==> src/rtl/pass_scheduler.sv <==
// Layer-level sequencer: runs the per-pass controller once per (m, c) tile pair, m outer, c inner.
// Optional busy-cycle counter built only when PASS_SCHED_PERF_EN is defined.
module pass_scheduler #(
  parameter int CNT_W  = 8,
  parameter int ADDR_W = 32
) (
  input  logic              clk,
  input  logic              rst,
  input  logic              start,
  input  logic [31:0]       op_config_in,
  input  logic [31:0]       mapping_param_in,
  input  logic [31:0]       shape_param1_in,
  input  logic [31:0]       shape_param2_in,
  input  logic [ADDR_W-1:0] filter_base_in,
  input  logic [ADDR_W-1:0] ifmap_base_in,
  input  logic [ADDR_W-1:0] bias_base_in,
  input  logic [ADDR_W-1:0] opsum_base_in,
  input  logic [ADDR_W-1:0] filter_stride,
  input  logic [ADDR_W-1:0] ifmap_stride,
  input  logic [ADDR_W-1:0] bias_stride,
  input  logic [ADDR_W-1:0] opsum_stride,
  input  logic [CNT_W-1:0]  num_m_tiles,
  input  logic [CNT_W-1:0]  num_c_tiles,
  input  logic              pass_done,
  output logic [31:0]       op_config,
  output logic [31:0]       mapping_param,
  output logic [31:0]       shape_param1,
  output logic [31:0]       shape_param2,
  output logic [ADDR_W-1:0] filter_baseaddr,
  output logic [ADDR_W-1:0] ifmap_baseaddr,
  output logic [ADDR_W-1:0] bias_baseaddr,
  output logic [ADDR_W-1:0] opsum_baseaddr,
  output logic              bias_ipsum_sel,
  output logic              busy,
  output logic              layer_done,
  output logic [CNT_W-1:0]  m_idx,
  output logic [CNT_W-1:0]  c_idx,
  output logic [31:0]       perf_cycles,
  output logic [2:0]        dbg_state_o
);

  // Handshake: start is accepted only in IDLE, pass_done only in WAIT; op_config[0]
  // is a one-cycle launch strobe and layer_done a one-cycle completion strobe.
  typedef enum logic [2:0] {
    S_IDLE, S_LOAD, S_LAUNCH, S_WAIT, S_ADVANCE, S_FINISH
  } state_e;

  state_e state_q, state_d;

  logic [31:0]       op_cfg_q, map_q, shp1_q, shp2_q;
  logic [ADDR_W-1:0] ifmap_base_q;
  logic [ADDR_W-1:0] fstride_q, istride_q, bstride_q, ostride_q;
  logic [CNT_W-1:0]  num_m_q, num_c_q;
  logic [CNT_W-1:0]  m_q, m_d, c_q, c_d;
  logic [ADDR_W-1:0] faddr_q, faddr_d, iaddr_q, iaddr_d;
  logic [ADDR_W-1:0] baddr_q, baddr_d, oaddr_q, oaddr_d;
  logic              accept;

  assign accept = (state_q == S_IDLE) && start;

  always_comb begin
    state_d = state_q;
    m_d     = m_q;
    c_d     = c_q;
    faddr_d = faddr_q;
    iaddr_d = iaddr_q;
    baddr_d = baddr_q;
    oaddr_d = oaddr_q;
    unique case (state_q)
      S_IDLE: begin
        if (start) begin
          state_d = S_LOAD;
          m_d     = '0;
          c_d     = '0;
          faddr_d = filter_base_in;
          iaddr_d = ifmap_base_in;
          baddr_d = bias_base_in;
          oaddr_d = opsum_base_in;
        end
      end
      S_LOAD:   state_d = (num_m_q == '0 || num_c_q == '0) ? S_FINISH : S_LAUNCH;
      S_LAUNCH: state_d = S_WAIT;
      S_WAIT:   if (pass_done) state_d = S_ADVANCE;
      S_ADVANCE: begin
        // Running sums replace the m*C+c products of the address equations.
        faddr_d = faddr_q + fstride_q;
        if (c_q < num_c_q - CNT_W'(1)) begin
          c_d     = c_q + CNT_W'(1);
          iaddr_d = iaddr_q + istride_q;
          state_d = S_LAUNCH;
        end else if (m_q < num_m_q - CNT_W'(1)) begin
          c_d     = '0;
          m_d     = m_q + CNT_W'(1);
          iaddr_d = ifmap_base_q;
          baddr_d = baddr_q + bstride_q;
          oaddr_d = oaddr_q + ostride_q;
          state_d = S_LAUNCH;
        end else begin
          state_d = S_FINISH;
        end
      end
      S_FINISH: state_d = S_IDLE;
      default:  state_d = S_IDLE;
    endcase
  end

  always_ff @(posedge clk) begin
    if (rst) begin
      state_q      <= S_IDLE;
      op_cfg_q     <= '0;
      map_q        <= '0;
      shp1_q       <= '0;
      shp2_q       <= '0;
      ifmap_base_q <= '0;
      fstride_q    <= '0;
      istride_q    <= '0;
      bstride_q    <= '0;
      ostride_q    <= '0;
      num_m_q      <= '0;
      num_c_q      <= '0;
      m_q          <= '0;
      c_q          <= '0;
      faddr_q      <= '0;
      iaddr_q      <= '0;
      baddr_q      <= '0;
      oaddr_q      <= '0;
    end else begin
      state_q <= state_d;
      m_q     <= m_d;
      c_q     <= c_d;
      faddr_q <= faddr_d;
      iaddr_q <= iaddr_d;
      baddr_q <= baddr_d;
      oaddr_q <= oaddr_d;
      if (accept) begin
        op_cfg_q     <= op_config_in;
        map_q        <= mapping_param_in;
        shp1_q       <= shape_param1_in;
        shp2_q       <= shape_param2_in;
        ifmap_base_q <= ifmap_base_in;
        fstride_q    <= filter_stride;
        istride_q    <= ifmap_stride;
        bstride_q    <= bias_stride;
        ostride_q    <= opsum_stride;
        num_m_q      <= num_m_tiles;
        num_c_q      <= num_c_tiles;
      end
    end
  end

  assign busy            = (state_q != S_IDLE);
  assign layer_done      = (state_q == S_FINISH);
  // Bit 0 carries only the launch strobe so the pass controller cannot re-trigger itself.
  assign op_config       = (op_cfg_q & 32'hFFFF_FFFE) | {31'd0, state_q == S_LAUNCH};
  assign mapping_param   = map_q;
  assign shape_param1    = shp1_q;
  assign shape_param2    = shp2_q;
  assign filter_baseaddr = faddr_q;
  assign ifmap_baseaddr  = iaddr_q;
  assign bias_baseaddr   = baddr_q;
  assign opsum_baseaddr  = oaddr_q;
  assign bias_ipsum_sel  = (c_q == '0);
  assign m_idx           = m_q;
  assign c_idx           = c_q;
  assign dbg_state_o     = state_q;

`ifdef PASS_SCHED_PERF_EN
  logic [31:0] perf_q, perf_d;

  always_comb begin
    perf_d = perf_q;
    if (accept) begin
      perf_d = '0;
    end else if (busy && perf_q != 32'hFFFF_FFFF) begin
      perf_d = perf_q + 32'd1;
    end
  end

  always_ff @(posedge clk) begin
    if (rst) perf_q <= '0;
    else     perf_q <= perf_d;
  end

  assign perf_cycles = perf_q;
`else
  assign perf_cycles = '0;
`endif

endmodule
==> config.mk <==
export PLATFORM = sky130hd
export DESIGN_NAME = pass_scheduler
export DESIGN_NICKNAME = d
export VERILOG_FILES = /design/src/rtl/pass_scheduler.sv
export SDC_FILE = /design/constraint.sdc
export NUM_CORES = 1
export LEC_CHECK = 0
export CAP_MARGIN = 15
export CORE_MARGIN = 3
export CORE_UTILIZATION = 30
export DETAILED_ROUTE_END_ITERATION = 7
export GPL_TIMING_DRIVEN = 0
export PLACE_DENSITY = 0.61
export SLEW_MARGIN = 20
export SYNTH_ARGS = -nofsm -noshare
export SYNTH_HDL_FRONTEND = slang
export SYNTH_SLANG_ARGS = --single-unit
==> constraint.sdc <==
create_clock -name clk -period 10.5 [get_ports clk]
set_clock_uncertainty 0.05 [all_clocks]
set_input_delay 1.05 -clock clk [delete_from_list [all_inputs] [get_ports clk]]
set_output_delay 1.05 -clock clk [all_outputs]
set_load 0.01 [all_outputs]
# Word-level counts from Yosys, hierarchy flattened
# Index checks and enable logic that the tools add are counted.
# classes
add_sub_neg	8
order_cmp	2
eq_ne	10
mux	27
n_bitwise	1
n_reduce_logical	12
# op_table
op	n
32-bit 2-to-1 mux	10
32-bit one-hot mux with 2 select lines	4
32-bit adder	4
8-bit 2-to-1 mux	5
32-bit by 1-bit bitwise OR with 32-bit output	1
8-bit one-hot mux with 2 select lines	2
8-bit zero test	3
8-bit by 1-bit adder with 8-bit output, second input constant	2
8-bit less-than comparator	2
8-bit by 1-bit subtractor with 8-bit output, second input constant	2
3-bit 2-to-1 mux	5
3-bit one-hot mux with 5 select lines	1
2-bit != test, second input constant	4
3-bit by 2-bit == test with 1-bit output, second input constant	2
3-bit == test, second input constant	2
2-bit AND reduction	2
4-bit AND reduction	1
3-bit by 1-bit == test with 1-bit output, second input constant	1
3-bit zero test	1
3-bit != test, second input constant	1
3-bit AND reduction	1
3-bit nonzero test	1
2-bit nonzero test	1
1-bit logical AND	1
1-bit logical OR	1
# word_totals
register_bits	451
inputBits	404

# Longest topological paths before layout
# Gate-level depths: netlist (run 1).
# logic_depth
depth_word	5
mapped_depth	18
depth_no_buf	16

# Worst setup path before layout (run 1)
# OpenSTA, ideal clock, no wires.
# synth_path
path_kind	reg2reg
startpoint	register num_c_q[2]
endpoint	register baddr_q[31], in the netlist bias_baseaddr[31]
setup_time_ns	0.070
arrival_time_ns	3.213
setup_slack_ns	7.166
path_stages_with_launch	16
period_less_slack_ns	3.334
path_cell_list	dfxtp_1 -> or4_1 -> nor2_1 -> xnor2_1 -> ha_1 -> a41oi_1 -> o21ai_0 -> o21ai_1 -> nor2b_1 -> buf_2 -> nor3_1 -> nor2_1 -> clkbuf_1 -> clkbuf_1 -> o21ai_0 -> a21oi_1
# synth_between
elab_chain_cells	4
# synth_lines
element	line	text
start, declared	53	logic [CNT_W-1:0] num_m_q, num_c_q;
start signal, assigned	146	num_c_q <= num_c_tiles;
8-bit by 1-bit subtractor with 8-bit output	87	if (c_q < num_c_q - CNT_W'(1)) begin
8-bit less-than comparator	87	
2-bit != test (no source line)	n/a	
4-bit AND reduction (no source line)	n/a	
end signal, assigned	133	baddr_q <= baddr_d;
end, declared	56	logic [ADDR_W-1:0] baddr_q, baddr_d, oaddr_q, oaddr_d;
# No other way between the ends.
# A chain may end at the register's enable or synchronous reset.

# Worst setup path after layout (run 1)
# Same ends and word-level chain as after synthesis.

==> results of run 1 <==
[layout by cell type, fill, tap and decap left out, types with 10 or more instances in the layout]
cell and n:
o22ai_1 15, o211ai_1 35, o31ai_1 10, a31oi_1 17, a211oi_1 58, a311oi_1 13, buf_4 32, o21ai_0 92
and3_1 22, or3_1 13, clkbuf_1 183, a21o_1 78, dfxtp_1 450, nand2b_1 11, nor2_1 179, nor2b_1 16
a21oi_1 499, nand3_1 35, conb_1 32, nand4_1 20, o21ai_1 10, nor3_1 58, o21a_1 21, a22oi_1 28
clkbuf_2 10, o21bai_1 12, clkinv_2 10, diode_2 17, nand2_1 770, mux2i_1 10, ha_1 145, inv_1 53
clkbuf_16 55, xor2_1 42, and4_1 10, clkdlybuf4s50_1 680, xnor2_1 69
[where the power goes]
group | total (mW) | switching (mW) | internal (mW)
combinational | 3.21 | 1.92 | 1.28
sequential | 2.34 | 0.290 | 2.05
clock | 1.96 | 0.811 | 1.15
total | 7.51 | 3.02 | 4.49
[Yosys cell counts, types with 7 or more instances]
master	n	area share (%)
a31oi_1	17	0.44
o22ai_1	15	0.39
and4_1	10	0.37
o21ai_0	92	1.9
xnor2_1	69	2.5
nand2b_1	11	0.29
buf_4	32	1.0
a21oi_1	499	10
o211ai_1	35	1.1
o21a_1	21	0.66
o21bai_1	12	0.38
buf_1	7	0.11
nand3_1	35	0.73
or3_1	13	0.34
mux2i_1	10	0.42
ha_1	145	7.6
nand4_1	20	0.52
nor3_1	59	1.2
nor2b_1	16	0.42
nand2_1	770	12
o21ai_1	10	0.21
a22oi_1	28	0.88
a21o_1	78	2.4
a311oi_1	13	0.47
clkbuf_1	184	2.9
inv_1	53	0.83
nor4_1	8	0.21
o31ai_1	10	0.31
xor2_1	42	1.5
nor2_1	179	2.8
dfxtp_1	450	38
a211oi_1	58	1.8
and3_1	22	0.57
[per-layer routing]
layer | track usage [%] | vias to the layer above
met5 | 0 | -
met4 | 8.71 | 18
met3 | 6.65 | 180
met2 | 42.9 | 940
met1 | 32.2 | 12100
li1 | - | 12500
[metrics by stage]
stage	setup WS [ns]	area [µm²]	hold WS (ns)	power, mW
finish	5.36	34100	0.402	7.51
global route	5.07	34100	0.419	7.95
CTS	5.27	34100	0.404	7.55
detailed placement	5.31	32300	0.396	5.56
global placement	5.21	32200	0.390	5.53
floorplan	7.17	24100	0.382	4.08
[critical path, stage by stage (launching register included)]
cell      delay, ns
dfxtp_1        0.35
or4_1          0.58
nor2_1         0.15
xnor2_1        0.16
ha_1           0.29
a41oi_1        0.21
o21ai_0        0.11
o21ai_1        0.25
nor2b_1        0.16
buf_2          0.36
nor3_2         0.21
nor2_1         0.36
clkbuf_1       0.56
clkbuf_1       0.87
o21ai_0        0.23
a21oi_1        0.16
[cells by family after synthesis]
logic type                 after synthesis
xor gates and xnor gates               111
and+or+nand+nor                       1180
other                                    1
adders and majority gates              149
DFF                                    450
buffers and inverters                  277
AOI/OAI and AO/OA                      957
muxes                                   11
[final timing paths]
check,cells after the start,start,slack [ns],endpoint
max,15,num_c_q[2],5.36,bias_baseaddr[31]
min,2,shape_param1[21],0.40,shape_param1[21]
max reg2reg,15,num_c_q[2],5.36,bias_baseaddr[31]
min reg2reg,2,shape_param1[21],0.40,shape_param1[21]
[registers in the layout, indices dropped and copies added, names as in the netlist]
register,count
bstride_q,32
ifmap_base_q,32
c_idx,8
ostride_q,32
bias_baseaddr,32
ifmap_baseaddr,32
mapping_param,32
filter_baseaddr,32
num_c_q,8
fstride_q,32
dbg_state_o,3
shape_param2,32
m_idx,8
num_m_q,8
op_cfg_q,31
opsum_baseaddr,32
shape_param1,32
istride_q,32
[area by class of cell]
class,instances,area [µm²]
Sequential cell,450,9010
Clock buffer,73,1530
Antenna cell,17,42.5
Buffer,224,975
Clock inverter,24,287
Inverter,53,199
Multi-Input combinational cell,2440,13900
Timing Repair Buffer,681,6830
Fill cell,8243,45000
Tap cell,1050,1310
==> summary.md, run 1 <==
TritonCTS sink count: 450. After floorplanning, the core was divided into 103 placement rows. The synthesized-area fraction occupied by xor and xnor cells works out to 4.05%. After detailed routing, the average wire length per cell comes to 22.5 µm. The power density over the cells is 220 mW/mm², and the die height is 289 µm. The count of distinct cell types in the synthesized netlist came out at 81.

The first global-routing pass estimated 160000 µm of wire. Across all layers, the routed design uses 25.7k vias. The tools report the total standard cell area after synthesis as 0.0240 mm². Data on the critical path is required at its endpoint by 11.00 ns.

After synthesis, the largest family of logic cells by area is compound AO/OA/AOI/OAI gates. The synthesized design contains 0 enable-type register cells. The final cycle utilization of the critical path was 49.0%; the leakage power total was 13.5 nW. The run finished with clean final reports.

The tree is rooted in a clkbuf_16. The max-capacitance violation count came out at 0. STA classifies the critical path endpoint as a register.

The non-filler instance count after layout was 5012. Clock latency on the worst-skew pair, taken at its later pin, is 0.63 ns. For the summed negative setup slack over all endpoints, the log shows 0 ns. The synthesized-area fraction occupied by adder cells came out at 7.90%. Across the VDD grid, the largest voltage drop is 0.000134 V. Post-synthesis simple-gate area fraction: 20.7%. The congestion estimate from routability-driven global placement came to 0.905. The initial utilization of the core area, before any placement, comes to 30.3%. The logs give 6 for the first-pass iteration count of the detailed router and 113000 µm for the routed wire length.

The upper clock frequency limit was 195 MHz; the per-cell via count in the routed design was 5.14. The relative area change from synthesis to final layout is 42.3%, and the fraction of layout cells with a size suffix above 1 is 4.16%. The worst hold path class was register to register. Clock-pin slew was measured on the worst setup and hold paths at 0.07 ns. The total congestion overflow is 0, and the met2 wire length is 53100 µm. During I/O placement, the number of pins put on the boundary was 714. Synthesis produced a netlist whose cell count is 3136. After the first detailed-routing iteration, the DRC count stood at 1644. Each instance of the synthesized netlist takes up on average 7.65 µm². The share of the Yosys chip area taken by registers is 37.5%.

Port buffering added 680 buffers. The run gives 0 as the final hold violation count. Once detail routing completed, the nets flagged for antenna violations numbered 0.

Fraction of synthesis flops using an asynchronous set or reset pin: 0%. Via count of the first global-routing pass: 24.4k. In this run, CTS created clock tree buffers numbering 54.

For the headroom to the max-slew limit, the log shows 23.5%. The run gives 9080 µm as the amount of wire on met3 after detailed routing. Global routing used 25.7% of the available tracks across all layers. The logs give 4898 for the number of placed cells counting well taps and 0 for the number of buffers added for setup after CTS.

The count of final max-slew check failures was 0. The detailed router used layers up to and including met5. Setup repair after global routing left no endpoint under its margin. The wire-length estimate of the detail-placed layout is 87500 µm. The run gives 15 as the pin count of the biggest net entering global routing. The tools report the number of nets in the final layout as 4457.

In this run the horizontal extent of the chip is 289 µm. The tools report the number of buffers between clock root and the deepest sink as 3. After detailed routing, the number of remaining DRC violations is 0. After clock tree synthesis, the repair step resized 0 gates. For the worst setup path, the data arrival time is 5.64 ns. At the pin with the least slew margin, the transition time is 1.15 ns.

Number of failing setup endpoints in the final timing report: 0. Yosys printed 0 warnings. The element type at the critical path start is a register. In this run the number of H-tree levels came out at 2. The tools report the area of the placeable core as 0.0791 mm².

The die covers 0.0834 mm². TritonCTS built the clock tree. The mux cell area share after synthesis was 0.464%. The most used flip-flop cell after synthesis is dfxtp_1. The number of hold buffers added after CTS was 0. After synthesis the netlist holds a flip-flop and latch count of 450. Critical path class: register to register. The run gives 24 as the number of antenna violations at the first check in global routing. Compound-cell area share of the yosys netlist: 24.5%. The worst path in the final design needs a cycle of 5.14 ns, including I/O delays and setup.

Cells fill 43.1% of the core in the end. Along the worst path, the maximum fanout reaches 10. Wire length on met1: 47200 µm.
Power figures use the tool's default switching activity.
==> run 2, diff against run 1 <==
--- a/config.mk
+++ b/config.mk
@@ -10,7 +10,7 @@
 export CORE_UTILIZATION = 30
 export DETAILED_ROUTE_END_ITERATION = 7
 export GPL_TIMING_DRIVEN = 0
-export PLACE_DENSITY = 0.61
+export PLACE_DENSITY = 0.63
 export SLEW_MARGIN = 20
 export SYNTH_ARGS = -nofsm -noshare
 export SYNTH_HDL_FRONTEND = slang
==> constraint.sdc (replaced) <==
create_clock -name clk -period 4.63 [get_ports clk]
set_clock_uncertainty 0.05 [all_clocks]
set_input_delay 0.463 -clock clk [delete_from_list [all_inputs] [get_ports clk]]
set_output_delay 0.463 -clock clk [all_outputs]
set_load 0.01 [all_outputs]
==> summary.md, run 2 (synthesis gave the netlist of run 1 again) <==
The flow ran to the end, and the final reports show no timing, DRC or antenna violations. The headroom to the max-slew limit was 22.6% (-0.83 points); the sequential share of power was 30.5% (-0.7 points). The worst hold path class is input port to register. Number of failing setup endpoints in the final timing report: 0 (unchanged). The number of nets in the final layout is 4457 (unchanged), and the clock period minus final worst setup slack is 4.43 ns (-0.708 ns).

The TritonCTS sink count came out at 450 (unchanged). The final worst hold slack was 0.344 ns (-0.0581 ns). The number of I/O port buffers was 680 (unchanged); the clock share of power was 27.9% (+1.8 points). The run gives 0 (unchanged) as the total of hold buffers inserted after clock tree synthesis. The startpoint identified for the worst register-to-register timing path is num_c_q[2]. The run gives 5 (-1) as the first-pass iteration count of the detailed router. The logs give 4898 (unchanged) for the number of placed cells counting well taps and 113000 µm (-0.42%) for the routed wire length. The switching part of the total power came out at 39.3% (-0.92 points).

Broken down by cell family, the worst path's largest delay share belongs to simple AND/OR/NAND/NOR gates. The met1 track demand over resource was 32.4% (+0.17 points); the worst setup slack after placement was -0.294 ns (-5.61 ns). The slowest stage of the critical path is the nor3_2 cell.

The peak fanout along the critical path is 10 (unchanged). The tools report the share of power burned in combinational logic as 41.7% (-1.0 points). The root buffer cell chosen for the clock tree is clkbuf_16. The logs give 0.0139 mm² (unchanged) for the footprint of the multi-input gates and 5011 (-0.020%) for the non-filler instance count after layout. The leakage power total is 13.6 nW (+0.83%). The number of ports placed on the die boundary is 714 (unchanged).

Buffers plus inverters on the worst setup path: 3 (unchanged). The run gives 0 (unchanged) as the final hold violation count. TritonCTS built the clock tree.

The top cell types in the final layout, fill and taps aside, are 770 x nand2_1, 680 x clkdlybuf4s50_1, 499 x a21oi_1. The tools report the total number of vias as 25.7k (-0.097%). For the pin count of the biggest net entering global routing, the log shows 15 (unchanged). Placed wire-length estimate after detailed placement: 87100 µm (-0.46%).

The per-cell via count in the routed design came out at 5.13 (about the same). The relative area change from synthesis to final layout was 43.0%. The run gives 1630 (-0.85%) as the starting DRC count in detailed routing. The initial core utilization came out at 30.3% (unchanged).

The upper clock frequency limit is 226 MHz (+16%). The number of buffers created by CTS was 54 (unchanged); the number of DRC violations after detailed routing was 0 (unchanged). Critical path data arrival time: 4.84 ns (-0.80 ns). STA classifies the critical path endpoint as a register.

The number of buffers between clock root and the deepest sink is 3 (unchanged). The tools report the global-route track usage on met2 as 44.3% (+1.3 points). The post-CTS clock slew at the launch and capture registers of the worst setup and hold paths is 0.07 ns (about the same), and the number of nets with antenna violations after detailed routing is 0 (unchanged). The tools report the overall routing resource usage as 25.7% (-0.039 points).

Fraction of layout cells with a size suffix above 1: 4.46% (+0.30 points). The tools report the register area as 0.00901 mm² (unchanged). Critical path class: register to register.

The number of buffers added for setup after CTS came out at 0 (unchanged). The total net switching power was 6.85 mW (+130%). The run gives 24.6k (+0.57%) as the via count of the first global-routing pass. The logs give 2 (unchanged) for the number of levels the H-tree was split into and 0.0791 mm² (unchanged) for the area of the placeable core.

The tools report the worst supply voltage drop on vdd as 0.000343 V (+160%). The tools report the first-pass GRT wire length as 160000 µm (+0.25%). The commonest non-fill, non-tap cell in the layout was nand2_1.

The number of antenna violations at the first check in global routing was 17 (-29%); the power density over the cells was 508 mW/mm² (+130%). The tools report the internal power as 10.6 mW (+140%). The worst hold path begins at shape_param1_in[11]. The tools report the post-layout utilization of the core as 43.4% (+0.23 points). In this run the worst setup path begins at num_c_q[2]. The slack of the critical path is 0.197 ns (-5.16 ns), and the average routed wire per standard cell is 22.5 µm (-0.40%). The most congested layer reported by global routing is met2. For the count of final max-slew check failures, the log shows 0 (unchanged).

The slew at the pin with the worst max-slew slack was 1.16 ns (+0.0125 ns). The largest stage delay on the critical path is 0.70 ns (-0.17 ns), and the total congestion overflow is 0 (unchanged). Setup repair after global routing left no endpoint under its margin. The weighted congestion at the end of routability-driven global placement is 0.929 (+2.7%). The critical path goes through or4_1 -> nor2_1 -> xnor2_1 -> ha_1 -> nand4_1 -> a21oi_1 -> o21ai_1 -> nor2b_1 -> buf_2 -> nor3_2 -> nor2_1 -> clkbuf_2 -> clkbuf_2 -> o21ai_0 -> a21oi_1. The die area was 0.0834 mm² (unchanged).

The final cycle utilization of the critical path is 95.7% (+47 points), and the global-route met3 utilization is 5.52% (-1.1 points). The die height was 289 µm (unchanged). The element type at the critical path start is a register. The tools report the data required time of the worst path as 5.04 ns (-5.96 ns). For the max-capacitance violation count, the log shows 0 (unchanged). The die width is 289 µm (unchanged), and the worst-skew pair later-pin latency is 0.61 ns (-0.02 ns).

The tools report the layout filler cell count as 8124 (-1.4%). The run gives 103 (unchanged) as the row count.
## run 2: cell types whose count changed in the layout (fill, tap and decap cells not counted), sizes merged
cell	delta
inv	-1
diode	-5
clkinvlp	-1
clkinv	-4
buf	-1
bufinv	+6
clkbuf	+5
## run 2: what timing repair did
action / in CTS / in global routing
gates resized for setup: 2 / 14
pin swaps: 0 / 0
setup endpoints to repair: 16 / 51
endpoints found under the hold margin: 0 / 0
## run 2: per-layer routing
layer,part of all wire (%),wire length (µm)
met1,42,47000
met3,7.2,8140
met5,0.096,108
met2,48,54400
met4,2.5,2800
## run 2: cell type report
cell class | instances | share of cell area, %
Buffer | 224 | 2.87
Multi-Input combinational cell | 2440 | 40.6
Sequential cell | 450 | 26.3
Inverter | 53 | 0.580
Clock inverter | 24 | 1.25
Antenna cell | 12 | 0.0875
Tap cell | 1050 | 3.83
Clock buffer | 77 | 4.63
Timing Repair Buffer | 681 | 19.9
## run 2: metrics by stage
| step | total power, mW | TNS [ns] | area (µm²) |
|---|---|---|---|
| 5_1_grt | 18.4 | 0 | 34300 |
| 3_5_place_dp | 12.6 | -2.15 | 32300 |
| 4_1_cts | 17.5 | 0 | 34300 |
| 2_1_floorplan | 9.25 | 0 | 24100 |
| 3_3_place_gp | 12.5 | -6.44 | 32200 |
| 6_report | 17.4 | 0 | 34300 |
## run 2: path summary, 6_finish.rpt
path	to	cells after the start	slack (ns)
max reg2reg	bias_baseaddr[31]	15	0.20
min reg2reg	op_cfg_q[1]	2	0.40
max	bias_baseaddr[31]	15	0.20
min	shape_param1[11]	3	0.34
## run 2: worst min-delay path, stage by stage
cell and delay, ns:
clkdlybuf4s50_1 0.39, nand2_1 0.05, a21oi_1 0.05
## run 2: power groups by stage
stage                     registers, mW  clock network, mW  logic (mW)
final                              5.30               4.86        7.26
after global routing               5.39               5.08        7.94
after CTS                          5.30               4.95        7.26
after detailed placement           5.37                  0        7.22
after global placement             5.36                  0        7.16
after floorplan                    5.39                  0        3.86
